==> src/rtl/mult_ctrl.sv <==
// mult_ctrl: job sequencer for the 1-D multiplier-switch array.
// Per job: one stationary fetch, N streaming fetches, a fixed drain
// interval for the array pipeline, then a one-cycle completion pulse.
module mult_ctrl #(
    parameter int CNT_WIDTH    = 16,
    parameter int DRAIN_CYCLES = 3
) (
    input  logic                 clk,
    input  logic                 rst,
    input  logic                 i_start,
    input  logic [CNT_WIDTH-1:0] i_num_stream,
    input  logic                 i_abort,
    input  logic                 i_fetch_ready,
    output logic                 o_fetch,
    output logic                 o_mult_valid,
    output logic                 o_mult_stationary,
    output logic                 o_busy,
    output logic                 o_done,
    output logic [CNT_WIDTH-1:0] o_stream_cnt
);

    typedef enum logic [2:0] {
        IDLE   = 3'd0,
        LOAD   = 3'd1,
        STREAM = 3'd2,
        DRAIN  = 3'd3,
        DONE   = 3'd4
    } state_t;

    // Drain counter starts one below the interval so the DRAIN state lasts
    // exactly DRAIN_CYCLES cycles including its entry cycle.
    localparam logic [7:0] DRAIN_LOAD = 8'(DRAIN_CYCLES - 1);

    state_t               state;
    logic [CNT_WIDTH-1:0] remaining;
    logic [CNT_WIDTH-1:0] stream_cnt;
    logic [7:0]           drain_cnt;
    logic                 fetch;

    // A pop happens only when the buffer head is valid and no abort is
    // pending, so the buffer and the array always see the same beat.
    assign fetch             = ((state == LOAD) || (state == STREAM)) && i_fetch_ready && !i_abort;
    assign o_fetch           = fetch;
    assign o_mult_valid      = fetch;
    assign o_mult_stationary = (state == LOAD) && fetch;
    assign o_busy            = (state != IDLE);
    assign o_done            = (state == DONE) && !i_abort;
    assign o_stream_cnt      = stream_cnt;

    // Job sequencing; abort outranks every transition except from IDLE,
    // where it is a no-op and a start still proceeds.
    always_ff @(posedge clk or posedge rst) begin
        if (rst) begin
            state      <= IDLE;
            remaining  <= '0;
            stream_cnt <= '0;
            drain_cnt  <= '0;
        end else if (i_abort && (state != IDLE)) begin
            state <= IDLE;
        end else begin
            case (state)
                IDLE: begin
                    if (i_start) begin
                        remaining  <= i_num_stream;
                        stream_cnt <= '0;
                        state      <= LOAD;
                    end
                end
                LOAD: begin
                    if (fetch) begin
                        if (remaining != '0) begin
                            state <= STREAM;
                        end else begin
                            drain_cnt <= DRAIN_LOAD;
                            state     <= DRAIN;
                        end
                    end
                end
                STREAM: begin
                    if (fetch) begin
                        remaining  <= remaining - CNT_WIDTH'(1);
                        stream_cnt <= stream_cnt + CNT_WIDTH'(1);
                        if (remaining == CNT_WIDTH'(1)) begin
                            drain_cnt <= DRAIN_LOAD;
                            state     <= DRAIN;
                        end
                    end
                end
                DRAIN: begin
                    if (drain_cnt == 8'd0) state <= DONE;
                    else                   drain_cnt <= drain_cnt - 8'd1;
                end
                DONE:    state <= IDLE;
                default: state <= IDLE;
            endcase
        end
    end

endmodule

==> config.mk <==
export PLATFORM = sky130hd
export DESIGN_NAME = mult_ctrl
export DESIGN_NICKNAME = d
export VERILOG_FILES = /design/src/rtl/mult_ctrl.sv
export SDC_FILE = /design/constraint.sdc
export NUM_CORES = 1
export LEC_CHECK = 0
export BUFFER_PORTS_ARGS = -buffer_cell sky130_fd_sc_hd__buf_2
export CORE_ASPECT_RATIO = 0.8
export CORE_MARGIN = 4
export CORE_UTILIZATION = 47
export CTS_CLUSTER_SIZE = 20
export DETAILED_ROUTE_END_ITERATION = 12
export GPL_ROUTABILITY_DRIVEN = 0
export PLACE_DENSITY = 0.71
export SETUP_SLACK_MARGIN = 0.3
export SLEW_MARGIN = 25
export SYNTH_ARGS = -nofsm -noshare
export SYNTH_HDL_FRONTEND = slang
export SYNTH_SLANG_ARGS = --single-unit
==> constraint.sdc <==
create_clock -name clk -period 2 [get_ports clk]
set_input_delay 0.3 -clock clk [delete_from_list [all_inputs] [get_ports clk]]
set_output_delay 0.3 -clock clk [all_outputs]
set_load 0.03 [all_outputs]
==> results_dict.tcl <==
set metrics [dict create \
    yosys_warnings 0 \
    start_util_pct 48.4 \
    layout-drive-gt1-share_pct 41.9 \
    powerDensity_nw_per_um2 1170 \
    synth_enable_flop_cells 0 \
    seq_area_frac_synth_pct 40.7 \
    synth_cell_type_count 55 \
    startpoint "remaining[0]" \
    outcome "completed" \
    dr.first_iter.drc_count 154 \
    syn_nets 334 \
    start_kind "flip-flop" \
    synth_top_area_cell "dfrtp_1" \
    fp-row-count 24 \
    cts_tree "built" \
    skew_ns 0.00805 \
    synthTopCellsByArea "dfrtp_1 41%, o21ai_0 5.3%, nor2_1 5.1%, a21oi_1 4.2%, nor3_1 3.4%" \
    final_cell_area_um2 3830 \
    area_delta_synth_final_pct 44.8 \
    fin_cells 474 \
    fin_nets 421 \
    path_class "flip-flop to flip-flop" \
    slowest_delay_ns 0.54 \
    antenna_found_initial 0 \
    cts_buffers 5 \
    crit_slowest_cell "or4_4" \
    totalWireLength_um 7790 \
    final_cell_mix "44 x buf_4, 37 x dfrtp_1, 36 x buf_2, 31 x nor2_1, 21 x o21ai_0" \
    period_share_pct 97.8 \
    core_area_um2 5470 \
    dieWidth_um 91.9 \
    worst_setup_path_end_kind "flip-flop" \
    place_inst 432 \
    finalSetupViolCount 0 \
    placed_cell_area_um2 3130 \
    ir_worst_vdd_mv 0.484 \
    drtAntennaViolNets 0 \
    route.detailed.drc 0 \
    async_flop_share_pct 100 \
    leakagePower_nw 1.61 \
    arrival_ns 2.14 \
    grt_pass1_vias 2569 \
    grt_overflow 0 \
    synthDominantCellAreaShare_pct 40.7 \
    clock-sinks 43 \
    grt_pass1_wl_um 12600 \
    io_pins 42 \
    htree_num_levels 2 \
    clk_path_buf_depth 2 \
    cap_violations 0 \
    worst_pin_slew_ns 0.559 \
    via_per_inst 5.83 \
    cp.required_ns 2.18 \
    slew_headroom_pct 62.7 \
    diodes 0 \
    vias 2765 \
    ys_seq_elements 43 \
    ys.flop_type "dfrtp_1" \
    clk_pin_slew_ns 0.08 \
    wl_per_cell_um 16.4 \
    reg2reg_from "remaining[0]" \
    layout_commonest_cell "buf_4" \
    io_buffer_count 41 \
    grt_max_degree 44 \
    die-area_um2 6900 \
    min_path_type "input port to async pin" \
    crit_chain "or4_4 -> or3_4 -> nor4_4 -> a31oi_1 -> o22a_1" \
    clk-insertion-delay-late_ns 0.29 \
    cts_hold_buf 0 \
    slew_violations 0 \
    crit_path_max_fanout 5 \
    synth.cell_area_um2 2650 \
    rsz0062_at_grt "true" \
    cts_root_buf "clkbuf_8" \
    synth.avg_cell_area_um2 8.59 \
    grtUsageTotal_pct 22.6 \
    synthCells 308 \
    finalHoldViolCount 0 \
    fillers 414 \
    dr.pass1.iters 4 \
    die_h_um 75.1 \
    min_period_ns 1.96 \
    max_freq_mhz 511 \
    dp_hpwl_um 4720 \
]
-- layer usage --
metal / share of wire (%) / global-route usage [%] / wire, um / up-vias
met2: 49 / 37.6 / 3800 / 101
met5: 0 / 0 / 0 / -
li1: - / - / - / 1321
met4: 1.2 / 5.44 / 90 / 0
met3: 5.6 / 4.90 / 439 / 10
met1: 44 / 30.7 / 3460 / 1333
-- area by class of cell --
class	count	area, um2	share of cell area [%]
Multi-Input combinational cell	239	1800	47.0
Sequential cell	43	1080	28.3
Timing Repair Buffer	95	697	18.2
Tap cell	78	97.6	2.55
Clock buffer	7	76.3	1.99
Inverter	11	46.3	1.21
Clock inverter	1	30.0	0.784
-- worst max-delay path: cells and delay by family (launching register included) --
family          cells  cell delay (ns)
simple gates        3             1.14
flops               1             0.40
compound gates      2             0.31
-- final timing paths --
kind / cells past startpoint / slack (ns) / endpoint
max in group asynchronous: 3 / 1.45 / remaining[7]
worst max register to register: 5 / 0.04 / remaining[15]
worst min register to register: 2 / 0.55 / o_stream_cnt[15]
worst max-delay path: 5 / 0.04 / remaining[15]
min in group clk: 3 / 0.28 / remaining[0]
worst min-delay path: 3 / 0.14 / state[2]
-- synth_stat cells, types with 6 or more instances --
cell,count
nand2_1,22
clkbuf_1,12
nor3_1,18
o21ai_0,28
o21a_1,7
inv_1,11
a31oi_1,11
nand3_1,13
dfrtp_1,43
nor2_1,36
xnor2_1,6
a21oi_1,22
-- repair_timing --
action                     4_1_cts  5_1_grt
pin swaps                       17       14
cloned                           0        0
resized for setup               47       39
buffers inserted                21       13
setup endpoints to repair       29       34
-- power by group --
group	switching, W	internal (W)	total [W]
Sequential	0.000323	0.00112	0.00144
Combinational	0.00125	0.00111	0.00236
Clock	0.000294	0.000374	0.000668
Total	0.00187	0.00261	0.00447
-- cell families after synthesis --
group                    count (synthesis)  synth area share (%)
AO/OA/AOI/OAI                           98                  23.6
buffers and inverters                   26                  3.88
XOR/XNOR                                 6                  1.99
multiplexers                             1                 0.567
AND/OR/NAND/NOR                        129                  26.9
flip-flops                              43                  40.7
adder cells (fa/ha/maj)                  5                  2.37
-- through the flow --
stage	TNS, ns	setup WS [ns]	hold WS (ns)	power [W]	utilization [%]
after floorplan	0	0.0751	0.457	0.00246	-
after global placement	0	0.0631	0.476	0.00294	57.3
after detailed placement	0	0.0365	0.480	0.00299	57.3
after CTS	0	0.0327	0.162	0.00411	65.2
after global routing	-0.0932	-0.0518	0.176	0.00476	70.1
final	0	0.0444	0.137	0.00447	70.1
-- flip-flops by register name, indices dropped and copies added, names as in the netlist --
register,cells
remaining,16
state,3
o_stream_cnt,16
drain_cnt,8
(Power assumes the default switching activity.)
